### config.mk
export PLATFORM = sky130hd
export DESIGN_NAME = lsu_ctrl
export DESIGN_NICKNAME = d
export VERILOG_FILES = /design/src/rtl/lsu_ctrl.sv
export SDC_FILE = /design/constraint.sdc
export NUM_CORES = 1
export LEC_CHECK = 0
export ABC_CLOCK_PERIOD_IN_PS = 4200
export BUFFER_PORTS_ARGS = -buffer_cell sky130_fd_sc_hd__buf_2
export CAP_MARGIN = 20
export CORE_MARGIN = 4
export CORE_UTILIZATION = 46
export CTS_CLUSTER_SIZE = 10
export DETAILED_ROUTE_END_ITERATION = 12
export HOLD_SLACK_MARGIN = 0.1
export PLACE_DENSITY = 0.7
export SLEW_MARGIN = 40
export SYNTH_ARGS = -nofsm -noshare
export SYNTH_HDL_FRONTEND = slang
export SYNTH_SLANG_ARGS = --single-unit
export TNS_END_PERCENT = 20
### constraint.sdc
create_clock -name clk -period 4.2 [get_ports clk]
set_input_delay 0.42 -clock clk [delete_from_list [all_inputs] [get_ports clk]]
set_output_delay 0.42 -clock clk [all_outputs]
set_load 0.05 [all_outputs]
### src/rtl/lsu_ctrl.sv
// Load/store unit controller: turns one RV32I load/store request into word-wide memory
// read/write phases, doing read-modify-write for sub-word stores and sign/zero extension.
module lsu_ctrl #(
    parameter int unsigned TIMEOUT_CYCLES = 16
) (
    input  logic        clk,
    input  logic        rst,
    input  logic        req_valid,
    output logic        req_ready,
    input  logic        req_we,
    input  logic [2:0]  req_funct3,
    input  logic [31:0] req_addr,
    input  logic [31:0] req_wdata,
    output logic        resp_valid,
    output logic [31:0] resp_rdata,
    output logic        resp_err,
    output logic [31:0] virtual_addr,
    output logic        mem_read,
    output logic        mem_write,
    output logic [31:0] data_in,
    input  logic [31:0] data_out,
    input  logic        mem_ready
);

    localparam logic [1:0] IDLE = 2'd0;
    localparam logic [1:0] RD   = 2'd1;
    localparam logic [1:0] WR   = 2'd2;
    localparam logic [1:0] RESP = 2'd3;

    localparam int unsigned CW = $clog2(TIMEOUT_CYCLES + 1);
    localparam logic [CW-1:0] WAIT_MAX = CW'(TIMEOUT_CYCLES - 1);

    logic [1:0]    state_q, state_d;
    logic          we_q, we_d;
    logic [2:0]    f3_q, f3_d;
    logic [31:0]   addr_q, addr_d;
    logic [31:0]   wdata_q, wdata_d;
    logic [31:0]   word_q, word_d;
    logic [31:0]   rdata_q, rdata_d;
    logic          err_q, err_d;
    logic [CW-1:0] cnt_q, cnt_d;

    logic        illegal, misalign;
    logic [7:0]  rd_byte;
    logic [15:0] rd_half;
    logic [31:0] load_val, merged;

    always_comb begin
        if (req_we) illegal = (req_funct3 >= 3'd3);
        else        illegal = (req_funct3 == 3'd3) || (req_funct3[2:1] == 2'b11);
        misalign = ((req_funct3[1:0] == 2'b01) && req_addr[0]) ||
                   ((req_funct3[1:0] == 2'b10) && (req_addr[1:0] != 2'b00));
    end

    always_comb begin
        rd_byte = data_out[{addr_q[1:0], 3'b000} +: 8];
        rd_half = addr_q[1] ? data_out[31:16] : data_out[15:0];
        case (f3_q)
            3'd0:    load_val = {{24{rd_byte[7]}}, rd_byte};
            3'd1:    load_val = {{16{rd_half[15]}}, rd_half};
            3'd2:    load_val = data_out;
            3'd4:    load_val = {24'd0, rd_byte};
            3'd5:    load_val = {16'd0, rd_half};
            default: load_val = 32'd0;
        endcase
    end

    // Sub-word stores patch the word captured during the RD phase.
    always_comb begin
        merged = word_q;
        case (f3_q[1:0])
            2'b00:   merged[{addr_q[1:0], 3'b000} +: 8] = wdata_q[7:0];
            2'b01:   merged[{addr_q[1], 4'b0000} +: 16] = wdata_q[15:0];
            default: merged = wdata_q;
        endcase
    end

    always_comb begin
        state_d = state_q;
        we_d    = we_q;
        f3_d    = f3_q;
        addr_d  = addr_q;
        wdata_d = wdata_q;
        word_d  = word_q;
        rdata_d = rdata_q;
        err_d   = err_q;
        cnt_d   = cnt_q;
        case (state_q)
            IDLE: begin
                if (req_valid) begin
                    we_d    = req_we;
                    f3_d    = req_funct3;
                    addr_d  = req_addr;
                    wdata_d = req_wdata;
                    rdata_d = 32'd0;
                    err_d   = 1'b0;
                    cnt_d   = '0;
                    if (illegal || misalign) begin
                        err_d   = 1'b1;
                        state_d = RESP;
                    end else if (req_we && (req_funct3 == 3'd2)) begin
                        state_d = WR;
                    end else begin
                        state_d = RD;
                    end
                end
            end
            RD: begin
                if (mem_ready) begin
                    cnt_d = '0;
                    if (!we_q) begin
                        rdata_d = load_val;
                        state_d = RESP;
                    end else begin
                        word_d  = data_out;
                        state_d = WR;
                    end
                end else if (cnt_q == WAIT_MAX) begin
                    err_d   = 1'b1;
                    state_d = RESP;
                end else begin
                    cnt_d = cnt_q + 1'b1;
                end
            end
            WR: begin
                if (mem_ready) begin
                    state_d = RESP;
                end else if (cnt_q == WAIT_MAX) begin
                    err_d   = 1'b1;
                    state_d = RESP;
                end else begin
                    cnt_d = cnt_q + 1'b1;
                end
            end
            default: state_d = IDLE;
        endcase
    end

    always_ff @(posedge clk) begin
        if (rst) begin
            state_q <= IDLE;
            we_q    <= 1'b0;
            f3_q    <= 3'd0;
            addr_q  <= 32'd0;
            wdata_q <= 32'd0;
            word_q  <= 32'd0;
            rdata_q <= 32'd0;
            err_q   <= 1'b0;
            cnt_q   <= '0;
        end else begin
            state_q <= state_d;
            we_q    <= we_d;
            f3_q    <= f3_d;
            addr_q  <= addr_d;
            wdata_q <= wdata_d;
            word_q  <= word_d;
            rdata_q <= rdata_d;
            err_q   <= err_d;
            cnt_q   <= cnt_d;
        end
    end

    // Outputs are gated by rst so they read zero throughout reset, not just after the edge.
    always_comb begin
        req_ready    = (state_q == IDLE) && !rst;
        mem_read     = (state_q == RD) && !rst;
        mem_write    = (state_q == WR) && !rst;
        resp_valid   = (state_q == RESP) && !rst;
        resp_err     = resp_valid && err_q;
        resp_rdata   = resp_valid ? rdata_q : 32'd0;
        virtual_addr = rst ? 32'd0 : {2'b00, addr_q[31:2]};
        data_in      = mem_write ? merged : 32'd0;
    end

endmodule

==> reports/qor.csv <==
metric;value;unit
outcome;completed;
synth_enable_flop_cells;0;
synth-async-reset-ratio;0;%
start_util;47.13;%
fin_area;8860;um^2
tritoncts;built;
yosysUniqueCellTypes;52;
fp.dieArea;17700;um^2
syn_inst;894;
drv_cap;0;
fmax;299.9;MHz
postCtsSetupBuffers;0;
cts_hold_buf;0;
dp.cells;1245;
end_kind;primary output;
placed_area;8258;um^2
cts-resized-gates;0;
path_clk_slew;0.06;ns
cts.htree.levels;4;
critPathKind;flop to primary output;
ys.flop_type;dfxtp_1;
fin_crit;3.335;ns
worstMarginPinSlew;0.7072;ns
rsz0062_at_grt;false;
max_stage_delay;0.58;ns
route.detailed.drc;0;
core_area;15260;um^2
area_growth;23.19;%
die_w;133.0;um
io_pins;205;
setup_viol;0;
synthesis.area;7192;um^2
synth_top_area_share;38.97;%
clock_skew;0.007941;ns
numPortBuffers;202;
cts.sinks;140;
grt_pass1_wl;35.80;mm
track_usage;24.99;%
gr-total-overflow;0;
synth_most_common_cell;nand2_1;
num_rows;45;
via_count;7108;
start_kind;flop;
ant_nets;0;
final_max_slew_viol_count;0;
power_density;542.8;nW/um^2
synth_top_area_cell;dfxtp_1;
irDropWorstVdd;329.6;uV
crit_required;3.78;ns
place_congestion;0.8509;
clockRootBuffer;clkbuf_16;
wirelength;22.52;mm
cts_made_buffers;17;
first_pass_iters;6;
clock_path_buffers;2;
fin_cells;1277;
tns;0;ns
drt_iter0_markers;677;
min_path_type;input port to flop;
cp.arrival;2.91;ns
synth-seq-cells;140;
p_leak;0.003595;uW
antenna_cells;0;
num-nets-final;1167;
antenna_found_initial;0;
ys_seq_area_share;38.97;%
synth_area_leaders;dfxtp_1 (39%), nand2_1 (11%), a21oi_1 (8.6%);
hpwl;16.02;mm
cp_slowest_cell;dfxtp_1;
dieHeight;133.0;um
grt_pass1_vias;6770;
synth.avg_cell_area;8.045;um^2
via_per_inst;5.566;
grt_start_max_net_pins;83;
synthTopCellsByCount;nand2_1 (205), dfxtp_1 (140), a21oi_1 (124);
drive_above_1_share;27.86;%
path_cells;inv_1 -> ha_1 -> nor4bb_1 -> a22o_1 -> a221oi_1 -> nor2_1 -> buf_2;
fin_crit_sh;79.40;%
yosys_warnings;0;
clk_latency;0.42;ns
cp_max_fo;13;
wl_per_cell;17.63;um
report.final.hold_viol_count;0;
slew-limit-headroom;51.50;%
## routing by layer
layer,part of all wire [%],track usage [%]
met1,43,33.12
met2,47,40.15
met3,7.8,6.236
met4,1.9,7.794
met5,0,0
## where the power goes
part           switching, uW  internal, uW  total, uW
clock network            570           916       1490
registers                166          1500       1660
logic                   1120           544       1660
total                   1850          2960       4810
## layout by cell type (no fill, tap or decap), drive strengths merged, types with 6 or more instances in the layout
| master | Yosys | routed |
|---|---|---|
| a211oi | 22 | 22 |
| nor2b | 44 | 44 |
| a22oi | 18 | 18 |
| o22ai | 25 | 25 |
| clkbuf | 50 | 21 |
| and2 | 34 | 34 |
| inv | 7 | 7 |
| nand2b | 7 | 7 |
| nor3 | 24 | 24 |
| o21ai | 11 | 11 |
| clkinv | 2 | 6 |
| nand2 | 205 | 205 |
| nor2 | 16 | 16 |
| a221oi | 37 | 37 |
| buf | 27 | 216 |
| ha | 10 | 10 |
| a21oi | 124 | 124 |
| dfxtp | 140 | 140 |
| o2bb2ai | 27 | 27 |
| mux2 | 15 | 15 |
## per-stage QoR
stage,hold WS (ns),total power [uW],setup slack (ns),utilization [%]
finish,0.2252,4810,0.8652,58.06
global route,0.2252,5073,0.6644,58.06
CTS,0.2162,4815,0.7254,57.97
detailed placement,0.4419,3333,1.182,54.12
global placement,0.4377,3315,1.314,54.05
floorplan,0.4242,2912,0.9105,-
## worst max-delay path: cells and delay by family (launching register included)
kind            cells  cell delay, ns
flops               1            0.58
buf+inv             2            0.51
fa+ha+maj           1            0.44
simple gates        2            0.46
compound gates      2            0.51
## cells by family (layout without fill, tap and decap cells)
group / Yosys count / count (layout) / share of synthesized area, %
and+or+nand+nor: 361 / 361 / 23.92
AOI/OAI and AO/OA: 276 / 276 / 26.93
DFF: 140 / 140 / 38.97
buffers and inverters: 86 / 257 / 5.167
muxes: 20 / 20 / 3.218
adders and majority gates: 10 / 10 / 1.740
other: 1 / 2 / 0.05214
## flip-flops by register name, indices dropped and copies added (netlist names)
signal   count
addr_q      32
rdata_q     32
wdata_q     32
word_q      32
cnt_q        5
f3_q         3
state_q      2
err_q        1
we_q         1
## path summary, 6_finish.rpt
| kind | start | to | slack (ns) | cells after the start |
|---|---|---|---|---|
| setup / recovery | addr_q[0] | data_in[23] | 0.87 | 7 |
| hold / removal | req_addr[18] | addr_q[18] | 0.23 | 3 |
| setup reg to reg | state_q[1] | rdata_q[11] | 1.66 | 7 |
| hold reg to reg | addr_q[6] | addr_q[6] | 0.45 | 2 |
## layout make-up
| type | instances | area (um^2) |
|---|---|---|
| repair buffers | 216 | 1122 |
| well taps | 211 | 264.0 |
| multi-input cells | 669 | 4048 |
| fillers | 1464 | 6399 |
| inverters | 9 | 33.78 |
| clock buffers | 21 | 470.5 |
| flip-flops and latches | 140 | 2804 |
| clock inverters | 11 | 117.6 |
(Power assumes the default switching activity.)
